**src/rtl/alu_div_sequencer_if.sv**
```systemverilog
// Execute-stage <-> MOD/DIV sequencer bus: operation request, results and pipeline control.
interface alu_div_sequencer_if #(
    parameter int DIV_WIDTH = 16
);
    logic [3:0]           ALUCtrl;
    logic                 Start;
    logic                 Flush;
    logic [DIV_WIDTH-1:0] OpA;
    logic [DIV_WIDTH-1:0] OpB;
    logic [DIV_WIDTH-1:0] Quotient;
    logic [DIV_WIDTH-1:0] Remainder;
    logic                 DivByZero;
    logic                 Busy;
    logic                 Done;
    logic                 Stall;

    modport master (
        output ALUCtrl, Start, Flush, OpA, OpB,
        input  Quotient, Remainder, DivByZero, Busy, Done, Stall
    );

    modport slave (
        input  ALUCtrl, Start, Flush, OpA, OpB,
        output Quotient, Remainder, DivByZero, Busy, Done, Stall
    );
endinterface

```
**src/rtl/alu_div_sequencer.sv**
```systemverilog
// Multi-cycle restoring divider for ALU MOD/DIV (ALUCtrl 4'b0111) with pipeline stall.
// Optional macro DIV_SIGNED_EN: two's-complement operands, sign fix-up applied at result load.
module alu_div_sequencer #(
    parameter int DIV_WIDTH = 16
) (
    input  logic                 Clock,
    input  logic                 Reset_n,
    alu_div_sequencer_if.slave   bus
);
    localparam int                   CNT_W    = $clog2(DIV_WIDTH);
    localparam logic [3:0]           ALU_DIV  = 4'b0111;
    localparam logic [CNT_W-1:0]     CNT_ZERO = {CNT_W{1'b0}};
    localparam logic [CNT_W-1:0]     CNT_ONE  = {{(CNT_W-1){1'b0}}, 1'b1};
    localparam logic [CNT_W-1:0]     CNT_LAST = CNT_W'(DIV_WIDTH - 1);
    localparam logic [DIV_WIDTH-1:0] W_ZERO   = {DIV_WIDTH{1'b0}};
    localparam logic [DIV_WIDTH-1:0] W_ONES   = {DIV_WIDTH{1'b1}};

    typedef enum logic [1:0] {
        ST_IDLE = 2'b00,
        ST_RUN  = 2'b01,
        ST_DONE = 2'b10
    } state_t;

    state_t               state_q, state_d;
    logic [CNT_W-1:0]     cnt_q, cnt_d;
    logic [DIV_WIDTH-1:0] rem_q, rem_d;
    logic [DIV_WIDTH-1:0] dvd_q, dvd_d;
    logic [DIV_WIDTH-1:0] dvs_q, dvs_d;
    logic [DIV_WIDTH-1:0] quot_q, quot_d;
    logic [DIV_WIDTH-1:0] remo_q, remo_d;
    logic                 dbz_q, dbz_d;
    logic                 busy_q, busy_d;
    logic                 done_q, done_d;

    logic                 start_acc_s;
    logic [DIV_WIDTH:0]   rem_sh_s;
    logic [DIV_WIDTH:0]   trial_s;
    logic                 q_bit_s;
    logic [DIV_WIDTH-1:0] rem_next_s;
    logic [DIV_WIDTH-1:0] quot_next_s;
    logic [DIV_WIDTH-1:0] opa_mag_s;
    logic [DIV_WIDTH-1:0] opb_mag_s;
    logic [DIV_WIDTH-1:0] quot_fix_s;
    logic [DIV_WIDTH-1:0] rem_fix_s;

`ifdef DIV_SIGNED_EN
    logic q_neg_q, q_neg_d;
    logic r_neg_q, r_neg_d;

    function automatic logic [DIV_WIDTH-1:0] negate(input logic [DIV_WIDTH-1:0] v);
        return ~v + {{(DIV_WIDTH-1){1'b0}}, 1'b1};
    endfunction

    function automatic logic [DIV_WIDTH-1:0] magnitude(input logic [DIV_WIDTH-1:0] v);
        return v[DIV_WIDTH-1] ? negate(v) : v;
    endfunction
`endif

    // Start qualification, one restoring-division step, and operand/result sign handling.
    always_comb begin
        start_acc_s = bus.Start && (bus.ALUCtrl == ALU_DIV) && (state_q != ST_RUN) && !bus.Flush;
        // rem < divisor always holds, so the 17-bit trial never overflows and its MSB is the sign.
        rem_sh_s    = {rem_q, dvd_q[DIV_WIDTH-1]};
        trial_s     = rem_sh_s - {1'b0, dvs_q};
        q_bit_s     = ~trial_s[DIV_WIDTH];
        rem_next_s  = q_bit_s ? trial_s[DIV_WIDTH-1:0] : rem_sh_s[DIV_WIDTH-1:0];
        quot_next_s = {dvd_q[DIV_WIDTH-2:0], q_bit_s};
`ifdef DIV_SIGNED_EN
        opa_mag_s   = magnitude(bus.OpA);
        opb_mag_s   = magnitude(bus.OpB);
        quot_fix_s  = q_neg_q ? negate(quot_next_s) : quot_next_s;
        rem_fix_s   = r_neg_q ? negate(rem_next_s) : rem_next_s;
`else
        opa_mag_s   = bus.OpA;
        opb_mag_s   = bus.OpB;
        quot_fix_s  = quot_next_s;
        rem_fix_s   = rem_next_s;
`endif
    end

    // Next-state and datapath update for IDLE / RUN / DONE.
    always_comb begin
        state_d = state_q;
        cnt_d   = cnt_q;
        rem_d   = rem_q;
        dvd_d   = dvd_q;
        dvs_d   = dvs_q;
        quot_d  = quot_q;
        remo_d  = remo_q;
        dbz_d   = dbz_q;
        busy_d  = 1'b0;
        done_d  = 1'b0;
`ifdef DIV_SIGNED_EN
        q_neg_d = q_neg_q;
        r_neg_d = r_neg_q;
`endif
        if (bus.Flush) begin
            state_d = ST_IDLE;
            cnt_d   = CNT_ZERO;
        end else begin
            case (state_q)
                ST_IDLE, ST_DONE: begin
                    if (start_acc_s) begin
                        dvd_d = opa_mag_s;
                        dvs_d = opb_mag_s;
                        rem_d = W_ZERO;
                        cnt_d = CNT_ZERO;
`ifdef DIV_SIGNED_EN
                        q_neg_d = bus.OpA[DIV_WIDTH-1] ^ bus.OpB[DIV_WIDTH-1];
                        r_neg_d = bus.OpA[DIV_WIDTH-1];
`endif
                        if (bus.OpB == W_ZERO) begin
                            state_d = ST_DONE;
                            quot_d  = W_ONES;
                            remo_d  = bus.OpA;
                            dbz_d   = 1'b1;
                            done_d  = 1'b1;
                        end else begin
                            state_d = ST_RUN;
                            busy_d  = 1'b1;
                        end
                    end else begin
                        state_d = ST_IDLE;
                    end
                end
                ST_RUN: begin
                    rem_d = rem_next_s;
                    dvd_d = quot_next_s;
                    cnt_d = cnt_q + CNT_ONE;
                    if (cnt_q == CNT_LAST) begin
                        state_d = ST_DONE;
                        quot_d  = quot_fix_s;
                        remo_d  = rem_fix_s;
                        dbz_d   = 1'b0;
                        done_d  = 1'b1;
                    end else begin
                        busy_d  = 1'b1;
                    end
                end
                default: begin
                    state_d = ST_IDLE;
                    cnt_d   = CNT_ZERO;
                end
            endcase
        end
    end

    // State, datapath and registered output flops.
    always_ff @(posedge Clock or negedge Reset_n) begin
        if (!Reset_n) begin
            state_q <= ST_IDLE;
            cnt_q   <= CNT_ZERO;
            rem_q   <= W_ZERO;
            dvd_q   <= W_ZERO;
            dvs_q   <= W_ZERO;
            quot_q  <= W_ZERO;
            remo_q  <= W_ZERO;
            dbz_q   <= 1'b0;
            busy_q  <= 1'b0;
            done_q  <= 1'b0;
`ifdef DIV_SIGNED_EN
            q_neg_q <= 1'b0;
            r_neg_q <= 1'b0;
`endif
        end else begin
            state_q <= state_d;
            cnt_q   <= cnt_d;
            rem_q   <= rem_d;
            dvd_q   <= dvd_d;
            dvs_q   <= dvs_d;
            quot_q  <= quot_d;
            remo_q  <= remo_d;
            dbz_q   <= dbz_d;
            busy_q  <= busy_d;
            done_q  <= done_d;
`ifdef DIV_SIGNED_EN
            q_neg_q <= q_neg_d;
            r_neg_q <= r_neg_d;
`endif
        end
    end

    assign bus.Quotient  = quot_q;
    assign bus.Remainder = remo_q;
    assign bus.DivByZero = dbz_q;
    assign bus.Busy      = busy_q;
    assign bus.Done      = done_q;
    // Stall covers the start cycle combinationally so the pipeline freezes before Busy rises.
    assign bus.Stall     = Reset_n && (busy_q || start_acc_s);
endmodule

```
**src/flat_wrapper.sv**
```systemverilog
// flat-port wrapper written by rule: the top's interface ports become plain ports
module alu_div_sequencer_flat 
#(
    parameter int DIV_WIDTH = 16
)
  (Clock, Reset_n, bus_ALUCtrl, bus_Start, bus_Flush, bus_OpA, bus_OpB, bus_Quotient, bus_Remainder, bus_DivByZero, bus_Busy, bus_Done, bus_Stall);
  alu_div_sequencer_if #(.DIV_WIDTH(DIV_WIDTH)) bus_i ();
  input  logic Clock;
  input  logic Reset_n;
  input wire logic [$bits(bus_i.ALUCtrl)-1:0] bus_ALUCtrl;
  input wire logic [$bits(bus_i.Start)-1:0] bus_Start;
  input wire logic [$bits(bus_i.Flush)-1:0] bus_Flush;
  input wire logic [$bits(bus_i.OpA)-1:0] bus_OpA;
  input wire logic [$bits(bus_i.OpB)-1:0] bus_OpB;
  output wire logic [$bits(bus_i.Quotient)-1:0] bus_Quotient;
  output wire logic [$bits(bus_i.Remainder)-1:0] bus_Remainder;
  output wire logic [$bits(bus_i.DivByZero)-1:0] bus_DivByZero;
  output wire logic [$bits(bus_i.Busy)-1:0] bus_Busy;
  output wire logic [$bits(bus_i.Done)-1:0] bus_Done;
  output wire logic [$bits(bus_i.Stall)-1:0] bus_Stall;
  assign bus_i.ALUCtrl = bus_ALUCtrl;
  assign bus_i.Start = bus_Start;
  assign bus_i.Flush = bus_Flush;
  assign bus_i.OpA = bus_OpA;
  assign bus_i.OpB = bus_OpB;
  assign bus_Quotient = bus_i.Quotient;
  assign bus_Remainder = bus_i.Remainder;
  assign bus_DivByZero = bus_i.DivByZero;
  assign bus_Busy = bus_i.Busy;
  assign bus_Done = bus_i.Done;
  assign bus_Stall = bus_i.Stall;
  alu_div_sequencer #(.DIV_WIDTH(DIV_WIDTH)) u_core (.Clock(Clock), .Reset_n(Reset_n), .bus(bus_i));
endmodule
```
**config.mk**
```make
export PLATFORM = sky130hd
export DESIGN_NAME = alu_div_sequencer_flat
export DESIGN_NICKNAME = d
export VERILOG_FILES = /design/src/rtl/alu_div_sequencer_if.sv /design/src/rtl/alu_div_sequencer.sv /design/src/flat_wrapper.sv
export SDC_FILE = /design/constraint.sdc
export NUM_CORES = 1
export LEC_CHECK = 0
export ABC_CLOCK_PERIOD_IN_PS = 3400
export BUFFER_PORTS_ARGS = -buffer_cell sky130_fd_sc_hd__buf_2
export CAP_MARGIN = 20
export CORE_ASPECT_RATIO = 1.1
export CORE_UTILIZATION = 50
export CTS_CLUSTER_SIZE = 24
export DETAILED_ROUTE_END_ITERATION = 7
export GPL_ROUTABILITY_DRIVEN = 0
export PLACE_DENSITY = 0.74
export SETUP_SLACK_MARGIN = 0.4
export SYNTH_ARGS = -nofsm -noshare
export SYNTH_HDL_FRONTEND = slang
export SYNTH_SLANG_ARGS = --single-unit
```
**constraint.sdc**
```tcl
create_clock -name Clock -period 3.4 [get_ports Clock]
set_clock_uncertainty 0.05 [all_clocks]
set_input_delay 0.34 -clock Clock [delete_from_list [all_inputs] [get_ports Clock]]
set_output_delay 0.34 -clock Clock [all_outputs]
set_load 0.01 [all_outputs]
```
==> flow_metrics.tcl <==
set metrics [dict create \
    drive_gt1_share_pct 19.4 \
    final_common_cell "nand2_1" \
    syn_to_final_growth_pct 14.6 \
    end_kind "flop" \
    io_pins 76 \
    start_util_pct 52.1 \
    max-cap-violations 0 \
    yosys_warnings 0 \
    core_sq_um 8960 \
    cts_sinks 89 \
    cts_tree "built" \
    setup_slack_ps 613 \
    first_global_vias 3870 \
    vias 4045 \
    worst_slew_pin_slew_ps 810 \
    hold_class "in -> async" \
    nFillCells 787 \
    yosys.area.top_type "dfrtp_1" \
    final_nets 651 \
    grt_pass1_wl_um 18200 \
    syn_area_per_cell_sq_um 8.85 \
    cp_top_family "compound AO/OA/AOI/OAI gates" \
    synth_area_leaders "dfrtp_1 48%, nand2_1 8.6%, o21ai_0 5.6%" \
    max_stage_delay_ps 420 \
    finalCritPeriodShare_pct 82.0 \
    synth_edf_count 0 \
    dp_hpwl_um 8030 \
    synth-main-ff-cell "dfrtp_1" \
    p_leak_nw 2.64 \
    vdd_drop_max_mv 0.279 \
    postRouteAntennaNets 0 \
    fp.dieW_um 94.2 \
    antenna_cells 0 \
    holdWs_ps 6.39 \
    numCtsBuffers 9 \
    io_buffers 75 \
    die_h_um 103 \
    worstPathArrival_ps 2970 \
    max-slew-margin-rel_pct 46.0 \
    grt_use_total_pct 24.5 \
    grt_max_degree 63 \
    ctsLongestPathBuffers 2 \
    async_reset_ff_share_pct 100 \
    setup_viol_count_final 0 \
    dp_slack_ps 356 \
    cp_cell_sequence "ha_1, o21ai_1, o2111a_1, a2111oi_2, nand3_2, and3_1, a31oi_1, o21ai_0" \
    slowest_stage "dfrtp_1" \
    met1_usage_pct 31.5 \
    crit_buf_inv 0 \
    synth_cells 528 \
    cts.clk_slew.worst_paths_ps 90 \
    timing.final.hold_violations 0 \
    synth_top_area_share_pct 47.7 \
    status "finished, final reports clean" \
    crit_required_ps 3580 \
    rsz0062_at_grt "false" \
    ctsRootBufferMaster "clkbuf_8" \
    rows 36 \
    postCtsHoldBufs 0 \
    power.density_nw_per_um2 471 \
    top_usage_layer "met2" \
    insertion_delay_ps 370 \
    max_freq_mhz 359 \
    criticalPathCategory "reg -> reg" \
    drc 0 \
    ys_seq_area_share_pct 47.7 \
    avgViaCountPerCell 5.68 \
    critPathMaxFanout 12 \
    fin_crit_ps 2790 \
    met2_usage_pct 39.7 \
    critPathLaunchType "flop" \
    ys_types 56 \
    gr-total-overflow 0 \
    tns_ps 0 \
    synth_area_sq_um 4670 \
    drv_slew 0 \
    met3_usage_pct 4.09 \
    routedWlPerCell_um 15.8 \
    routed_wirelength_um 11300 \
    dieArea_sq_um 9730 \
    multi_input_area_sq_um 2220 \
    ff_latch_area_sq_um 2230 \
    antenna_found_initial 0 \
    dr.pass1.iters 4 \
    layout_common_cells "107 x nand2_1, 89 x dfrtp_1, 74 x buf_2" \
    syn_nets 586 \
    drt-initial-drc-count 205 \
    synth-seq-cells 89 \
    htreeDepth 3 \
]
-- routing by layer --
metal	routed length [um]	part of all wire, %
met1	4990	44
met2	5510	49
met3	364	3.2
met4	411	3.6
met5	0	0
-- cells in the mapped netlist, drive strengths merged (5+ instances only) --
library cell	n
buf	12
o211ai	5
nor3	10
o21ai	56
inv	22
a31oi	38
o221ai	5
clkbuf	18
nor2	52
ha	17
mux2i	5
nand2b	6
nand2	107
dfrtp	89
nand4	5
xnor2	6
nor4	5
a21oi	19
nor2b	6
-- sequential cells by signal (all words and copies together), names as in the netlist --
signal                count
u_core.bus.Busy           1
u_core.bus.DivByZero      1
u_core.bus.Done           1
u_core.bus.Quotient      16
u_core.bus.Remainder     16
u_core.cnt_q              4
u_core.dvd_q             16
u_core.dvs_q             16
u_core.rem_q             16
u_core.state_q            2
-- power breakdown --
part | switching [mW] | internal [mW] | leakage, nW
clock | 0.413 | 0.444 | 0.116
sequential | 0.0614 | 1.17 | 1.16
combinational | 0.260 | 0.178 | 1.37
-- cell type report --
type | count | area share (%)
Sequential cell | 89 | 41.6
Inverter | 22 | 1.54
Tap cell | 114 | 2.66
Clock buffer | 10 | 2.57
Timing Repair Buffer | 84 | 8.32
Clock inverter | 6 | 1.89
Multi-Input combinational cell | 387 | 41.4
-- worst paths after layout --
path	depth (start not counted)	slack, ps	from	endpoint
worst max-delay path	8	610	u_core.rem_q[13]$_DFFE_PN0P_	u_core.rem_q[1]$_DFFE_PN0P_
worst min-delay path	1	6	Reset_n	u_core.dvs_q[1]$_DFFE_PN0P_
worst max register to register	8	610	u_core.rem_q[13]$_DFFE_PN0P_	u_core.rem_q[1]$_DFFE_PN0P_
worst min register to register	2	420	u_core.bus.Quotient[6]$_DFFE_PN0P_	u_core.bus.Quotient[6]$_DFFE_PN0P_
max in group asynchronous	2	2380	Reset_n	u_core.rem_q[6]$_DFFE_PN0P_
min in group Clock	3	150	bus_OpB[14]	u_core.dvs_q[14]$_DFFE_PN0P_
-- through the flow --
step	power, mW	cell area, sq um	utilization, %	std cells
3_5_place_dp	1.68	5100	56.9	695
6_report	2.52	5360	59.8	712
2_1_floorplan	1.54	4670	-	528
4_1_cts	2.53	5340	59.6	711
5_1_grt	2.65	5360	59.8	712
3_3_place_gp	1.66	5100	56.9	695
-- logic make-up (layout without fill, tap and decap cells) --
logic type	count (synthesis)	in the layout	synth area share [%]
simple gates	205	205	19.0
xor+xnor	10	10	1.87
mux	6	6	1.31
flops	89	89	47.7
buf+inv	52	122	5.33
compound gates	148	148	19.8
fa+ha+maj	18	18	4.98
-- what timing repair did --
action,in CTS,in global routing
pin swaps,0,1
gates resized for setup,2,2
buffers inserted,0,1
setup endpoints to repair,9,21
(Power assumes the default switching activity.)
